==> src/rtl/display_arbiter.sv <==
// Two-requester arbiter for the 4-digit seven-segment display: latches the
// granted value into d1..d4 and holds ownership for DWELL cycles.
module display_arbiter #(
  parameter int              CNT_W = 24,
  parameter logic [CNT_W-1:0] DWELL = 24'd5000000
) (
  input  logic        clk,
  input  logic        reset,
  input  logic        req0,
  input  logic [15:0] val0,
  output logic        ack0,
  input  logic        req1,
  input  logic [15:0] val1,
  output logic        ack1,
  output logic [3:0]  d1,
  output logic [3:0]  d2,
  output logic [3:0]  d3,
  output logic [3:0]  d4,
  output logic        owner,
  output logic        busy
);

  typedef enum logic {IDLE = 1'b0, HOLD = 1'b1} state_t;

  localparam logic [CNT_W-1:0] CNT_ONE = {{(CNT_W-1){1'b0}}, 1'b1};

  state_t           state_r;
  logic [CNT_W-1:0] cnt_r;
  logic             last_r;

  logic        want0_s;
  logic        want1_s;
  logic        take_s;
  logic        idx_s;
  logic [15:0] sel_val_s;

  // Request qualification and arbitration; a req seen while its ack is high is the old request.
  always_comb begin
    want0_s   = req0 & ~ack0;
    want1_s   = req1 & ~ack1;
    take_s    = 1'b0;
    idx_s     = 1'b0;
    sel_val_s = val0;
    case (state_r)
      IDLE: begin
        if (want0_s && want1_s) begin
          take_s = 1'b1;
          idx_s  = ~last_r;
        end else if (want0_s) begin
          take_s = 1'b1;
          idx_s  = 1'b0;
        end else if (want1_s) begin
          take_s = 1'b1;
          idx_s  = 1'b1;
        end else begin
          take_s = 1'b0;
          idx_s  = 1'b0;
        end
      end
      HOLD: begin
        idx_s  = owner;
        take_s = owner ? want1_s : want0_s;
      end
      default: begin
        take_s = 1'b0;
        idx_s  = 1'b0;
      end
    endcase
    if (idx_s) begin
      sel_val_s = val1;
    end else begin
      sel_val_s = val0;
    end
  end

  // State, dwell counter, display registers and ack pulses.
  always_ff @(posedge clk) begin
    if (reset) begin
      state_r <= IDLE;
      cnt_r   <= '0;
      last_r  <= 1'b1;
      ack0    <= 1'b0;
      ack1    <= 1'b0;
      d1      <= 4'd0;
      d2      <= 4'd0;
      d3      <= 4'd0;
      d4      <= 4'd0;
      owner   <= 1'b0;
      busy    <= 1'b0;
    end else begin
      ack0 <= take_s & ~idx_s;
      ack1 <= take_s & idx_s;
      if (take_s) begin
        d1 <= sel_val_s[3:0];
        d2 <= sel_val_s[7:4];
        d3 <= sel_val_s[11:8];
        d4 <= sel_val_s[15:12];
      end
      case (state_r)
        IDLE: begin
          if (take_s) begin
            owner   <= idx_s;
            last_r  <= idx_s;
            cnt_r   <= DWELL - CNT_ONE;
            state_r <= HOLD;
            busy    <= 1'b1;
          end
        end
        HOLD: begin
          // Refreshes do not reload the counter, so dwell is never extended.
          if (cnt_r == '0) begin
            state_r <= IDLE;
            busy    <= 1'b0;
          end else begin
            cnt_r <= cnt_r - CNT_ONE;
          end
        end
        default: begin
          state_r <= IDLE;
          busy    <= 1'b0;
        end
      endcase
    end
  end

endmodule

==> config.mk <==
export PLATFORM = sky130hd
export DESIGN_NAME = display_arbiter
export DESIGN_NICKNAME = d
export VERILOG_FILES = /design/src/rtl/display_arbiter.sv
export SDC_FILE = /design/constraint.sdc
export NUM_CORES = 1
export LEC_CHECK = 0
export ABC_AREA = 1
export BUFFER_PORTS_ARGS = -buffer_cell sky130_fd_sc_hd__buf_2
export CELL_PAD_IN_SITES_DETAIL_PLACEMENT = 1
export CELL_PAD_IN_SITES_GLOBAL_PLACEMENT = 2
export CORE_MARGIN = 2
export CORE_UTILIZATION = 31
export CTS_CLUSTER_SIZE = 20
export DETAILED_ROUTE_END_ITERATION = 16
export PLACE_DENSITY_LB_ADDON = 0.1
export SETUP_SLACK_MARGIN = 0.15
export SYNTH_ARGS = -nofsm -noshare
export SYNTH_HDL_FRONTEND = slang
export SYNTH_SLANG_ARGS = --single-unit
==> constraint.sdc <==
create_clock -name clk -period 4.3 [get_ports clk]
set_clock_uncertainty 0.1 [all_clocks]
set_input_delay 0.215 -clock clk [delete_from_list [all_inputs] [get_ports clk]]
set_output_delay 0.215 -clock clk [all_outputs]
set_load 0.005 [all_outputs]
==> parameters.txt <==
Parameter                              Value

STA
  Final hold viol count    0
  Slew headroom    55.5%
  Final period util    51.6%
  RSZ-0062 raised after global routing    no
  Number of endpoints failing setup at the final stage    0
  Setup_tns    0 ns
  Clock period minus worst slack    2.22 ns
  Transition time of the tightest slew-check pin    0.666 ns
  Number of max-slew violations in the final report    0
  Max Clk Rate    451 MHz

Critical path
  Biggest fanout along the worst timing path    18
  R2r endpoint    d1[2]$_SDFFE_PP0N_
  Setup slack of the most critical reg-to-reg path    2.08 ns
  Setup CP Type    flop to flop
  Launching element type of the critical path    flop
  Register-to-Register Path Depth    9
  Data arrival time of the worst path    2.32 ns
  Reg2reg start    state_r$_SDFF_PP0_
  Kind of end point of the critical path    flop
  Required time of the critical path    4.40 ns

Synthesis
  Syn Inst Count    402
  Area of the mapped netlist    2590 um^2
  Number of enable flip-flop cells after synthesis    0
  Nets in the synthesized netlist    440
  Top cells by instance count after synthesis    nand2_1, nand3_1, nor2_1, dfxtp_1, inv_1
  Most frequently used cell type in the post-synthesis netlist    nand2_1
  Synthesized-area fraction occupied by ao, oa, aoi and oai cells    7.69%
  Fraction of the mapped netlist area in simple logic gates    46.4%
  Largest family of logic cells by synthesized area    simple AND/OR/NAND/NOR gates
  Count of warnings emitted by yosys    0
  Share of synthesized area spent on multiplexers    0%
  Area share of the largest cell type after synthesis    35.6%
  Post-synthesis cell type count    32
  Sequential share of the synthesized area    35.6%
  Fraction of the mapped netlist area in adder cells    0.968%
  Synth Area in XOR/XNOR    1.35%
  Post-synthesis area per instance    6.43 um^2
  Ranking of synthesized cells by area    dfxtp_1, nand2_1, nand3_1
  Fraction of registers with async set or reset after synthesis    0%
  FF+latch count, synth    46
  Flip-flop cell with the highest count after synthesis    dfxtp_1
  Largest area contributor in the netlist    dfxtp_1

Pwr
  Leak pwr    1.44 nW
  Worst VDD drop    0.154 mV
  Power per cell area    431 nW/um^2

GRT
  GRT Util Overall    17.6%
  Wire length of the first global-routing pass    12600 um
  Number of global-route vias before repair    2666
  Initial antenna violation count    0
  Largest net degree at the start of global routing    28
  Total overflow reported by the global router    0

Clocking
  Number of sinks handled by clock tree synthesis    46
  Clock-pin transition on the worst setup and hold timing paths    0.09 ns
  Clock H-tree levels    2
  Clk root buf    clkbuf_8
  Clock latency reported for the late side of the worst-skew pair    0.30 ns
  Maximum buffer depth of the clock tree    2
  CTS buffer count    5
  Clock tree from TritonCTS    yes
  Number of cells upsized or downsized after cts    0

Finish
  Layout Area Growth over Synthesis    17.3%
  Diode insertion count for antenna repair    0
  Share of post-route cells with drive strength above 1    21.2%
  Post-layout instance count excluding filler cells    558
  Final nets    490

Worst hold path
  Number of stages on the worst hold path    3
  Path type of the worst min-delay path    input pin to flop
  Worst min-delay path startpoint    val0[0]
  Hold endpoint    d1[0]$_SDFFE_PP0N_

Floorplanning
  Core Box Area    8130 um^2
  Effective utilization at floorplan    31.8%
  Y dimension of the die    95.3 um
  I/O pins    56
  Area of the die    9090 um^2
  Row count    33
  Chip Width    95.3 um

Placement
  RePlAce Congestion    0.793
  Post-DP HPWL    5580 um
  Port Buf Inserts    55
  Cells after DPL    549

Route
  1st-iter DRT viols    64
  Vias per cell    4.72
  Overall routed net length    7460 um
  Initial DRT Pass Iterations    4
  Via count    2635
  Routed len/inst    13.4 um
  Number of nets with antenna violations after routing    0
  DRC    0

Outcome
  Outcome    completed

Flow run
  Number of max-capacitance violations reported    0
cell type report:
type	instances	area (um^2)
Clock buffer	6	72.6
Clock inverter	2	37.5
Inverter	33	126
Tap cell	105	131
Sequential cell	46	921
Fill cell	1092	5100
Timing Repair Buffer	56	285
Multi-Input combinational cell	310	1460
sequential cells by signal, summed over array words and instances (netlist names), 4 cells and up:
register and count:
cnt_r 24, d1 4, d2 4, d3 4, d4 4
worst max-delay path: stages, from the launching register on:
cell,delay (ns)
dfxtp_1,0.74
inv_2,0.27
nand2_4,0.19
nand2_1,0.11
inv_2,0.29
nor2_2,0.15
nand2_1,0.08
nand3_1,0.06
nand2_1,0.06
inv_1,0.05
report_power, final:
part           switching, W  internal, W  leakage (nW)
combinational      0.000284     0.000151          1.01
sequential        0.0000560     0.000483         0.380
clock              0.000159     0.000174        0.0514
how the worst max path moves through the flow:
stage                                      from                     end  slack [ns]  depth (start not counted)
after detailed placement     state_r$_SDFF_PP0_      d1[3]$_SDFFE_PP0N_        1.99                          9
after CTS                    state_r$_SDFF_PP0_      d1[3]$_SDFFE_PP0N_        1.98                          9
after global routing         state_r$_SDFF_PP0_      d1[2]$_SDFFE_PP0N_        1.84                          9
after floorplan           cnt_r[0]$_SDFFE_PP0P_  cnt_r[22]$_SDFFE_PP0P_        2.79                          9
after global placement       state_r$_SDFF_PP0_      d2[1]$_SDFFE_PP0N_        2.10                          9
final                        state_r$_SDFF_PP0_      d1[2]$_SDFFE_PP0N_        2.08                          9
per-layer routing:
layer	routed length (um)	track usage, %
met1	3520	22.4
met2	3630	31.1
met3	259	3.32
met4	52	3.26
met5	0	0
repair_timing:
action	in CTS	in global routing
buffers inserted	0	0
hold endpoints to repair	1	0
hold buffers	1	0
stage by stage:
stage	hold WS [ns]	total power (W)	util (%)	instance area, um^2	setup WS, ns
finish	0.0120	0.00131	37.3	3030	2.08
global placement	0.313	0.000988	35.8	2910	2.10
CTS	0.000957	0.00134	37.3	3030	1.98
detailed placement	0.318	0.000996	35.8	2910	1.99
global route	0.0109	0.00142	37.3	3030	1.84
floorplan	0.228	0.000866	-	2590	2.79
cells by family after synthesis:
logic type | after synthesis
AND/OR/NAND/NOR | 272
buffers and inverters | 46
flip-flops | 46
AO/OA/AOI/OAI | 32
XOR/XNOR | 4
adder cells (fa/ha/maj) | 2
cell usage in the layout (no fill, tap or decap), types with 4 or more instances in the layout:
cell	netlist	final
nand4_1	6	6
nand2_2	4	4
clkbuf_8	0	5
dfxtp_1	46	46
nor2_1	52	52
nand2_1	135	135
inv_1	28	28
a21oi_2	5	5
o21ai_0	6	6
buf_2	4	55
nand3_1	53	53
inv_2	4	4
a21oi_1	16	16
or2_2	4	4
nor2_2	9	9
No activity file was read; power rests on OpenSTA's default activity.
